**src/rtl/i8251_pkg.sv**
```systemverilog
// i8251 shared definitions.
// Used by the receiver, the transmitter and the future i8251 top level.
//   rx_state_t      : receiver state encoding
//   BAUD_*          : mode-register baud_rate field codes
//   CHAR_LEN_*      : mode-register char_len field codes
//   baud_divider()  : clock divider N (1/16/64) selected by baud_rate
//   align_char()    : right-aligns an LSB-first shift register holding char_len+5 bits
`timescale 1ns/1ps
package i8251_pkg;

    typedef enum logic [2:0] {
        RX_IDLE   = 3'd0,
        RX_START  = 3'd1,
        RX_DATA   = 3'd2,
        RX_PARITY = 3'd3,
        RX_STOP   = 3'd4
    } rx_state_t;

    localparam logic [1:0] BAUD_SYNC = 2'd0;
    localparam logic [1:0] BAUD_X1   = 2'd1;
    localparam logic [1:0] BAUD_X16  = 2'd2;
    localparam logic [1:0] BAUD_X64  = 2'd3;

    localparam logic [1:0] CHAR_LEN_5 = 2'd0;
    localparam logic [1:0] CHAR_LEN_6 = 2'd1;
    localparam logic [1:0] CHAR_LEN_7 = 2'd2;
    localparam logic [1:0] CHAR_LEN_8 = 2'd3;

    // Sync mode has no async divider; it reports 1 so that counter
    // arithmetic stays well defined while the receiver is held idle.
    function automatic logic [6:0] baud_divider(input logic [1:0] baud_rate);
        logic [6:0] n;
        case (baud_rate)
            BAUD_X16: n = 7'd16;
            BAUD_X64: n = 7'd64;
            default:  n = 7'd1;
        endcase
        return n;
    endfunction

    // Bits arrive LSB first and are shifted in at bit 7, so a short
    // character sits in the top bits; shifting right zero-fills the rest.
    function automatic logic [7:0] align_char(input logic [7:0] shift,
                                              input logic [1:0] char_len);
        return shift >> (CHAR_LEN_8 - char_len);
    endfunction

endpackage

```
**src/rtl/i8251_rx_sampler.sv**
```systemverilog
// i8251 receiver front end: RxD synchroniser and bit-timing counter.
//   clk21m, reset    : system clock, asynchronous active-high reset
//   ireset_i         : synchronous internal reset (clears the counter)
//   rxc_en_i         : one-cycle pulse per receiver clock tick
//   rxd_i            : raw asynchronous serial input
//   baud_rate_i      : mode field selecting divider N
//   cnt_clr_i        : hold the counter at zero (receiver idle)
//   half_bit_i       : time half a bit (start-bit centre) instead of a full bit
//   rxd_sync_o       : rxd after the 2-flop synchroniser
//   sample_o         : tick on which the current bit is at its centre
`timescale 1ns/1ps
module i8251_rx_sampler
    import i8251_pkg::*;
(
    input  logic       clk21m,
    input  logic       reset,
    input  logic       ireset_i,
    input  logic       rxc_en_i,
    input  logic       rxd_i,
    input  logic [1:0] baud_rate_i,
    input  logic       cnt_clr_i,
    input  logic       half_bit_i,
    output logic       rxd_sync_o,
    output logic       sample_o
);

    logic [1:0] sync_q;
    logic [5:0] cnt_q;
    logic [5:0] cnt_d;
    logic [5:0] target;
    logic [6:0] div;

    // The counter restarts at zero on the sampling tick, so the next bit
    // centre falls exactly N ticks later.  For N=1 the target is 0 and
    // every tick samples.
    always_comb begin
        div = baud_divider(baud_rate_i);
        if (half_bit_i) begin
            target = 6'((div >> 1) - 7'd1);
        end else begin
            target = 6'(div - 7'd1);
        end
        sample_o = rxc_en_i && (cnt_q == target);
        cnt_d    = cnt_q;
        if (cnt_clr_i) begin
            cnt_d = 6'd0;
        end else if (rxc_en_i) begin
            cnt_d = (cnt_q == target) ? 6'd0 : cnt_q + 6'd1;
        end
    end

    always_ff @(posedge clk21m or posedge reset) begin
        if (reset) begin
            sync_q <= 2'b11;
            cnt_q  <= 6'd0;
        end else begin
            sync_q <= {sync_q[0], rxd_i};
            cnt_q  <= ireset_i ? 6'd0 : cnt_d;
        end
    end

    assign rxd_sync_o = sync_q[1];

endmodule

```
**src/rtl/i8251_receiver.sv**
```systemverilog
// i8251 USART asynchronous receiver.
// Deserialises rxd into q, raises rxrdy, and keeps sticky parity,
// overrun and framing flags for the status register.
//   reset, clk21m    : asynchronous active-high reset, system clock
//   rxc_en           : one-cycle pulse per RxC rising edge
//   rd, a            : CPU read strobe (level) and register select (0 = data)
//   rxd              : serial input, idle high
//   ireset           : synchronous internal reset from the command register
//   rx_enable        : command RxE
//   error_reset      : command ER, clears all error flags while high
//   stop_bits, even_parity, parity_en, char_len, baud_rate : mode fields
//   q                : received character, upper bits zero
//   rxrdy            : character available
//   parity_error, overrun_error, framing_error : sticky status flags
`timescale 1ns/1ps
module i8251_receiver
    import i8251_pkg::*;
(
    input  logic       reset,
    input  logic       clk21m,
    input  logic       rxc_en,
    input  logic       rd,
    input  logic       a,
    input  logic       rxd,
    input  logic       ireset,
    input  logic       rx_enable,
    input  logic       error_reset,
    input  logic [1:0] stop_bits,
    input  logic       even_parity,
    input  logic       parity_en,
    input  logic [1:0] char_len,
    input  logic [1:0] baud_rate,
    output logic [7:0] q,
    output logic       rxrdy,
    output logic       parity_error,
    output logic       overrun_error,
    output logic       framing_error
);

    rx_state_t  state_q, state_d;
    logic [7:0] shift_q, shift_d;
    logic [2:0] bit_cnt_q, bit_cnt_d;
    logic       perr_pend_q, perr_pend_d;
    logic       brk_q, brk_d;
    logic [7:0] q_q, q_d;
    logic       rxrdy_q, rxrdy_d;
    logic       perr_q, perr_d;
    logic       oerr_q, oerr_d;
    logic       ferr_q, ferr_d;
    logic       rd_prev_q, rd_clr_q;

    logic       rxd_s;
    logic       sample;
    logic       cnt_clr;
    logic       half_bit;
    logic       en;
    logic       last_bit;
    logic       load;
    logic       stop_bad;
    logic       par_calc;
    logic       rd_lvl;
    logic [7:0] aligned;

    // Only the first stop bit is checked; extra stop time looks like idle.
    logic       unused_stop_bits;
    assign unused_stop_bits = ^stop_bits;

    i8251_rx_sampler u_sampler (
        .clk21m      (clk21m),
        .reset       (reset),
        .ireset_i    (ireset),
        .rxc_en_i    (rxc_en),
        .rxd_i       (rxd),
        .baud_rate_i (baud_rate),
        .cnt_clr_i   (cnt_clr),
        .half_bit_i  (half_bit),
        .rxd_sync_o  (rxd_s),
        .sample_o    (sample)
    );

    assign en       = rx_enable && (baud_rate != BAUD_SYNC);
    assign last_bit = (bit_cnt_q == (3'(char_len) + 3'd4));
    assign aligned  = align_char(shift_q, char_len);
    assign par_calc = (^aligned) ^ rxd_s;
    assign rd_lvl   = rd & ~a;

    // Next-state logic for the bit-level FSM.
    always_comb begin
        state_d     = state_q;
        shift_d     = shift_q;
        bit_cnt_d   = bit_cnt_q;
        perr_pend_d = perr_pend_q;
        brk_d       = brk_q;
        load        = 1'b0;
        stop_bad    = 1'b0;
        cnt_clr     = 1'b0;
        half_bit    = (state_q == RX_START);

        // A break only ends once the line has been seen high.
        if (rxc_en && rxd_s) begin
            brk_d = 1'b0;
        end

        case (state_q)
            RX_IDLE: begin
                cnt_clr     = 1'b1;
                bit_cnt_d   = 3'd0;
                perr_pend_d = 1'b0;
                if (rxc_en && !rxd_s && !brk_q) begin
                    // At x1 there is no mid-bit to wait for.
                    state_d = (baud_rate == BAUD_X1) ? RX_DATA : RX_START;
                end
            end
            RX_START: begin
                if (sample) begin
                    state_d = rxd_s ? RX_IDLE : RX_DATA;
                end
            end
            RX_DATA: begin
                if (sample) begin
                    shift_d   = {rxd_s, shift_q[7:1]};
                    bit_cnt_d = bit_cnt_q + 3'd1;
                    if (last_bit) begin
                        state_d = parity_en ? RX_PARITY : RX_STOP;
                    end
                end
            end
            RX_PARITY: begin
                if (sample) begin
                    perr_pend_d = (par_calc != (even_parity ? 1'b0 : 1'b1));
                    state_d     = RX_STOP;
                end
            end
            RX_STOP: begin
                if (sample) begin
                    load     = 1'b1;
                    stop_bad = ~rxd_s;
                    if (!rxd_s) begin
                        brk_d = 1'b1;
                    end
                    state_d = RX_IDLE;
                end
            end
            default: begin
                state_d = RX_IDLE;
            end
        endcase

        if (!en) begin
            state_d  = RX_IDLE;
            load     = 1'b0;
            stop_bad = 1'b0;
            cnt_clr  = 1'b1;
            brk_d    = brk_q && !(rxc_en && rxd_s);
        end
    end

    // Character and status registers.  A read clears rxrdy one cycle after
    // the strobe rises; a load in that same cycle wins and is not an overrun.
    always_comb begin
        q_d     = q_q;
        rxrdy_d = rxrdy_q;
        perr_d  = perr_q;
        oerr_d  = oerr_q;
        ferr_d  = ferr_q;
        if (rd_clr_q) begin
            rxrdy_d = 1'b0;
        end
        if (load) begin
            q_d     = aligned;
            rxrdy_d = 1'b1;
            if (perr_pend_q) begin
                perr_d = 1'b1;
            end
            if (stop_bad) begin
                ferr_d = 1'b1;
            end
            if (rxrdy_q && !rd_clr_q) begin
                oerr_d = 1'b1;
            end
        end
        if (error_reset) begin
            perr_d = 1'b0;
            oerr_d = 1'b0;
            ferr_d = 1'b0;
        end
    end

    always_ff @(posedge clk21m or posedge reset) begin
        if (reset) begin
            state_q     <= RX_IDLE;
            shift_q     <= 8'h00;
            bit_cnt_q   <= 3'd0;
            perr_pend_q <= 1'b0;
            brk_q       <= 1'b0;
            q_q         <= 8'h00;
            rxrdy_q     <= 1'b0;
            perr_q      <= 1'b0;
            oerr_q      <= 1'b0;
            ferr_q      <= 1'b0;
            rd_prev_q   <= 1'b0;
            rd_clr_q    <= 1'b0;
        end else if (ireset) begin
            state_q     <= RX_IDLE;
            shift_q     <= 8'h00;
            bit_cnt_q   <= 3'd0;
            perr_pend_q <= 1'b0;
            brk_q       <= 1'b0;
            q_q         <= 8'h00;
            rxrdy_q     <= 1'b0;
            perr_q      <= 1'b0;
            oerr_q      <= 1'b0;
            ferr_q      <= 1'b0;
            rd_prev_q   <= 1'b0;
            rd_clr_q    <= 1'b0;
        end else begin
            state_q     <= state_d;
            shift_q     <= shift_d;
            bit_cnt_q   <= bit_cnt_d;
            perr_pend_q <= perr_pend_d;
            brk_q       <= brk_d;
            q_q         <= q_d;
            rxrdy_q     <= rxrdy_d;
            perr_q      <= perr_d;
            oerr_q      <= oerr_d;
            ferr_q      <= ferr_d;
            rd_prev_q   <= rd_lvl;
            rd_clr_q    <= rd_lvl & ~rd_prev_q;
        end
    end

    assign q             = q_q;
    assign rxrdy         = rxrdy_q;
    assign parity_error  = perr_q;
    assign overrun_error = oerr_q;
    assign framing_error = ferr_q;

endmodule

```
**config.mk**
```make
export PLATFORM = sky130hd
export DESIGN_NAME = i8251_receiver
export DESIGN_NICKNAME = d
export VERILOG_FILES = /design/src/rtl/i8251_pkg.sv /design/src/rtl/i8251_rx_sampler.sv /design/src/rtl/i8251_receiver.sv
export SDC_FILE = /design/constraint.sdc
export NUM_CORES = 1
export LEC_CHECK = 0
export BUFFER_PORTS_ARGS = -buffer_cell sky130_fd_sc_hd__buf_4
export CAP_MARGIN = 10
export CELL_PAD_IN_SITES_DETAIL_PLACEMENT = 1
export CELL_PAD_IN_SITES_GLOBAL_PLACEMENT = 1
export CORE_ASPECT_RATIO = 1.75
export CORE_MARGIN = 2
export CORE_UTILIZATION = 30
export CTS_CLUSTER_DIAMETER = 200
export DETAILED_ROUTE_END_ITERATION = 8
export PLACE_DENSITY_LB_ADDON = 0.1
export SLEW_MARGIN = 0
export SYNTH_ARGS = -nofsm -noshare
export SYNTH_HDL_FRONTEND = slang
export SYNTH_SLANG_ARGS = --single-unit
export TNS_END_PERCENT = 1
```
**constraint.sdc**
```tcl
create_clock -name clk21m -period 4 [get_ports clk21m]
set_clock_uncertainty 0.05 [all_clocks]
set_input_delay 0 -clock clk21m [delete_from_list [all_inputs] [get_ports clk21m]]
set_output_delay 0 -clock clk21m [all_outputs]
set_load 0.01 [all_outputs]
```
==> results of run 1 <==
worst register-to-register path, stage by stage, from the launching register on:
cell     delay (ns)
dfrtp_1        0.57
nor3b_4        0.43
a31oi_1        0.15
o22ai_2        0.29
nand4_2        0.52
or3_1          0.52
a21oi_1        0.14
metrics by stage:
step	power, mW	utilization	instance area (um^2)	instances	hold WS, ns
after CTS	0.889	0.373	2680	331	0.0438
after floorplan	0.441	-	2220	217	-0.0455
after global routing	0.911	0.373	2680	331	0.0648
final	0.868	0.373	2680	331	0.0430
after detailed placement	0.466	0.345	2470	318	0.0610
after global placement	0.466	0.345	2470	318	0.0585
flip-flops by register name, indices dropped and copies added (netlist names):
register / flops
rxrdy: 1
perr_pend_q: 1
u_sampler.sync_q: 2
rd_clr_q: 1
shift_q: 8
framing_error: 1
bit_cnt_q: 3
u_sampler.cnt_q: 6
q: 8
rd_prev_q: 1
state_q: 3
parity_error: 1
brk_q: 1
overrun_error: 1
kinds of logic after synthesis:
kind of cell / Yosys count / share of synthesized area
AO/OA/AOI/OAI: 39 / 0.131
XOR/XNOR: 14 / 0.0552
adder cells (fa/ha/maj): 2 / 0.0113
buffers and inverters: 20 / 0.0400
flip-flops: 38 / 0.429
multiplexers: 26 / 0.146
AND/OR/NAND/NOR: 78 / 0.188
path summary, 6_finish.rpt:
path                                                from                             to  slack, ns  depth (start not counted)
min in group asynchronous                          reset         state_q[0]$_DFFE_PP0P_       0.34                          4
max in group asynchronous                          reset  u_sampler.sync_q[1]$_DFF_PP1_       3.19                          4
min                                               ireset         shift_q[0]$_DFFE_PP0P_       0.04                          2
min reg2reg                u_sampler.sync_q[0]$_DFF_PP1_  u_sampler.sync_q[1]$_DFF_PP1_       0.31                          0
max reg2reg                       state_q[0]$_DFFE_PP0P_               q[7]$_DFFE_PP0P_       1.26                          6
max                               state_q[0]$_DFFE_PP0P_               q[7]$_DFFE_PP0P_       1.26                          6
routing by layer:
metal,vias up,wire length [um],GRT usage
li1,835,-,-
met1,906,2070,0.156
met2,20,3200,0.281
met3,7,125,0.0257
met4,0,125,0.0699
met5,-,0,0
cells in the final DEF (no fill, tap or decap), types with 7 or more instances in the layout:
master,instances
a21oi_1,8
buf_4,27
dfrtp_1,36
inv_1,8
mux2i_1,19
nand2_1,10
nand4_1,7
nor2_1,31
o21ai_0,9
xnor2_1,12
final cells by class:
cell class | instances | share of cell area
Multi-Input combinational cell | 159 | 0.441
Tap cell | 86 | 0.0402
Clock buffer | 6 | 0.0519
Clock inverter | 2 | 0.00468
Timing Repair Buffer | 32 | 0.0944
Sequential cell | 38 | 0.356
Inverter | 8 | 0.0112
report_power, final:
group          total [mW]  switching (mW)  internal (mW)
Combinational      0.0697          0.0406         0.0291
Sequential          0.391         0.00331          0.388
Clock               0.408           0.161          0.247
Total               0.868           0.205          0.663
==> metrics, run 1 <==
crit path DAT 2.90 ns; fraction of layout cells with a size suffix above 1 0.216; setup TNS 0 ns; Post-CTS Setup Bufs 0; count of warnings emitted by yosys 0; Crit. End Element flip-flop; CTS root buf clkbuf_16; Setup WS post-layout 1.26 ns; Max VDD drop 0.230 mV; max-cap violation count 0; Filler cells 866; Clock Latency Late Sink 0.29 ns; Slew headroom 0.480; chip height 118 um; max-slew violations 0; type of the tightest min-delay check input port to flip-flop; Initial Util 0.310; # H-tree levels 2; period utilization 0.685; Synth Register Bits 38; sequential share of the synthesized area 0.429; worst-case clock buffer depth 2; Mapped Cells 217; WL per Instance 16.7 um; TritonCTS Buffers 5; leading post-synthesis cells by cell area dfrtp_1, mux2i_1, nor2_1; dpl hpwl 4.07 mm; cts repair resizes 0; area of the multi-input gates 0.00118 mm^2; CP Launch Type flip-flop; count leader, synth dfrtp_1; Final GP Congestion 0.765; Avg Synthesized Cell Area 10.2 um^2; Worst-path clk slew 0.06 ns; Hold-fix buffers, CTS 5; worst slew pin tran 0.772 ns; FMAX 0.365 GHz; number of enable flip-flop cells after synthesis 0; Final nets 263; WS Path Type flip-flop to flip-flop; largest stage delay on the critical path 0.57 ns; syn nets 236; # DRC 0; pre-CTS setup slack 1.23 ns; Overflow after GRT 0; Top FF cell, synth dfrtp_1; largest net degree at the start of global routing 39; Global Route Usage Sum 0.149; DRT Pass-1 Iters 4; # IOs 29; mapped cell area 0.00222 mm^2; unrepaired setup endpoints after global routing no; crit path max-delay cell type dfrtp_1; Via density 5.34; storage element area 953 um^2; Synth top area share 0.405; Crit Path Max Fanout 13; IO Port Bufs 26; CTS tree built; CTS sink count 38; Worst EP required 4.16 ns; Synth cell types 52; final setup fails 0; status completed; CP top delay family simple AND/OR/NAND/NOR gates; core area 0.00718 mm^2; vias in the first global route 1914; DRT Wirelength 5.53 mm; cell taking the most area after synthesis dfrtp_1; most frequent cells after synthesis dfrtp_1, nor2_1, mux2i_1, xnor2_1, nand2_1; Worst Path Buf+Inv 0; Site Rows 41; initial DRC count 31; Die Width 69.1 um; PD cells 324 mW/mm^2; Fin. Hold Viols 0; first-pass GRT wire length 9.60 mm; cells along the critical path nor3b_4 -> a31oi_1 -> o22ai_2 -> nand4_2 -> or3_1 -> a21oi_1; Post-synth ARST share 1.00; fin crit period 2.74 ns; die area 0.00814 mm^2; Final ANT Viol Nets 0; Ant. Diodes 0; initial antenna violation count 0; area grow syn2layout 20.4%; P_leak 1.26 nW; via count 1768
Note: power is estimated with default switching activity, not from simulation.
==> run 2: changes to the inputs <==
- clock period: 4 -> 2.9 ns (I/O delays scaled with it)
==> metrics, run 2 (synthesis gave the netlist of run 1 again) <==
cells along the critical path nor3b_4 -> a31oi_1 -> o22ai_2 -> nand4_2 -> or3_1 -> a21oi_1; PD cells 497 mW/mm^2 (+53%); clock power share 0.536 (+0.067); P_leak 1.30 nW (+3.8%); # DRC 0 (unchanged); most frequent cells in the layout dfrtp_1, buf_4, nor2_1; CTS sink count 38 (unchanged); Tot Pwr 1.37 mW (+58%); Final GP Congestion 0.732 (-4.3%); Fin. Hold Viols 0 (unchanged); crit path DAT 2.48 ns (-0.42 ns); DRT Pass-1 Iters 4 (unchanged); worst-case clock buffer depth 2 (unchanged); crit path max-delay cell type dfrtp_1; first-pass GRT wire length 9.80 mm (+2.1%); # IOs 29 (unchanged); fin crit period 2.33 ns (-0.411 ns); vias in the first global route 1954 (+2.1%); internal cell power 1.09 mW (+65%); final setup fails 0 (unchanged); cts repair resizes 0 (unchanged); core area 0.00718 mm^2 (unchanged); Worst-path clk slew 0.06 ns (about the same); R2R Setup Slk 0.57 ns (-0.69 ns); area grow syn2layout 24.2%; FMAX 0.429 GHz (+18%); WL per Instance 16.5 um (-1.1%); dpl hpwl 4.08 mm (+0.34%); Combinational Power Share 0.072 (-0.008); # H-tree levels 2 (unchanged); type of the tightest min-delay check input port to flip-flop; worst slew pin tran 0.506 ns (-0.266 ns); Net Sw Power 0.280 mW (+37%); Final ANT Viol Nets 0 (unchanged); max-slew violations 0 (unchanged); status completed; Worst EP required 3.06 ns (-1.10 ns); largest net degree at the start of global routing 39 (unchanged); Crit. End Element flip-flop; Crit Path Max Fanout 8 (-5); most common cell after layout, fill and taps aside dfrtp_1; fin area 0.00276 mm^2 (+3.2%); max-cap violation count 0 (unchanged); unrepaired setup endpoints after global routing no; CP Launch Type flip-flop; CTS root buf clkbuf_16; via count 1736 (-1.8%); initial antenna violation count 0 (unchanged); Max VDD drop 0.349 mV (+52%); IO Port Bufs 26 (unchanged); worst hold margin 0.0506 ns (+0.00757 ns); Final nets 268 (+1.9%); Global Route Usage Sum 0.151 (+0.00142); Site Rows 41 (unchanged); area post-placement 0.00251 mm^2 (+1.5%); Initial Util 0.310 (unchanged); TritonCTS Buffers 5 (unchanged); Setup WS post-layout 0.571 ns (-0.689 ns); period utilization 0.803 (+0.118); pre-CTS setup slack 0.541 ns (-0.692 ns); dpl cells 323 (+1.6%); largest stage delay on the critical path 0.47 ns (-0.10 ns); chip height 118 um (unchanged); die area 0.00814 mm^2 (unchanged); Die Width 69.1 um (unchanged); fin cells 336 (+1.5%); setup TNS 0 ns (unchanged); Filler cells 832 (-3.9%); Final Util 0.384 (+0.0118); DRT Wirelength 5.55 mm (+0.43%); Post-CTS Setup Bufs 0 (unchanged); CTS tree built; switching share of power 0.204 (-0.0316); WS Path Type flip-flop to flip-flop; sequential fraction of design power 0.392 (-0.058); Via density 5.17 (-3.3%); initial DRC count 38 (+23%); Ant. Diodes 0 (unchanged); Slew headroom 0.663 (+0.183); Clock Latency Late Sink 0.29 ns (about the same); fraction of layout cells with a size suffix above 1 0.232 (+0.0157); Overflow after GRT 0 (unchanged)
[run 2: per-layer routing]
layer,wire [um],GRT usage,vias to the layer above
met5,0,0,-
met4,103,0.0674,0
met3,109,0.0240,6
met2,3190,0.285,16
met1,2150,0.159,868
li1,-,-,846
[run 2: power by group through the flow]
stage / combinational, mW / sequential, mW / clock (mW)
4_1_cts: 0.102 / 0.537 / 0.763
2_1_floorplan: 0.0619 / 0.546 / 0
5_1_grt: 0.112 / 0.537 / 0.777
6_report: 0.0987 / 0.538 / 0.736
3_5_place_dp: 0.0968 / 0.547 / 0
3_3_place_gp: 0.0962 / 0.547 / 0
[run 2: repair_timing]
item | 4_1_cts | 5_1_grt
endpoints found under the hold margin | 42 | 0
endpoints found under the setup margin | 0 | 0
hold buffers | 5 | 0
[run 2: final cells by class]
| class | instances | area [um^2] | share of cell area |
|---|---|---|---|
| Sequential cell | 38 | 953 | 0.345 |
| Clock buffer | 6 | 139 | 0.0503 |
| Tap cell | 86 | 108 | 0.0390 |
| Timing Repair Buffer | 37 | 290 | 0.105 |
| Inverter | 8 | 30.0 | 0.0109 |
| Clock inverter | 2 | 60.1 | 0.0217 |
| Multi-Input combinational cell | 159 | 1180 | 0.428 |
[run 2: final timing paths]
kind	startpoint	endpoint	cells past startpoint
min in group asynchronous	reset	state_q[0]$_DFFE_PP0P_	4
hold / removal	ireset	shift_q[5]$_DFFE_PP0P_	2
max in group asynchronous	reset	u_sampler.sync_q[0]$_DFF_PP1_	4
setup / recovery	state_q[2]$_DFFE_PP0P_	q[7]$_DFFE_PP0P_	6
hold reg to reg	u_sampler.sync_q[0]$_DFF_PP1_	u_sampler.sync_q[1]$_DFF_PP1_	0
setup reg to reg	state_q[2]$_DFFE_PP0P_	q[7]$_DFFE_PP0P_	6
[run 2: worst max-delay path, delay by kind of cell, from the launching register on]
| kind | cells | cell delay [ns] |
|---|---|---|
| AO/OA/AOI/OAI | 3 | 0.60 |
| AND/OR/NAND/NOR | 3 | 1.12 |
| flip-flops | 1 | 0.47 |
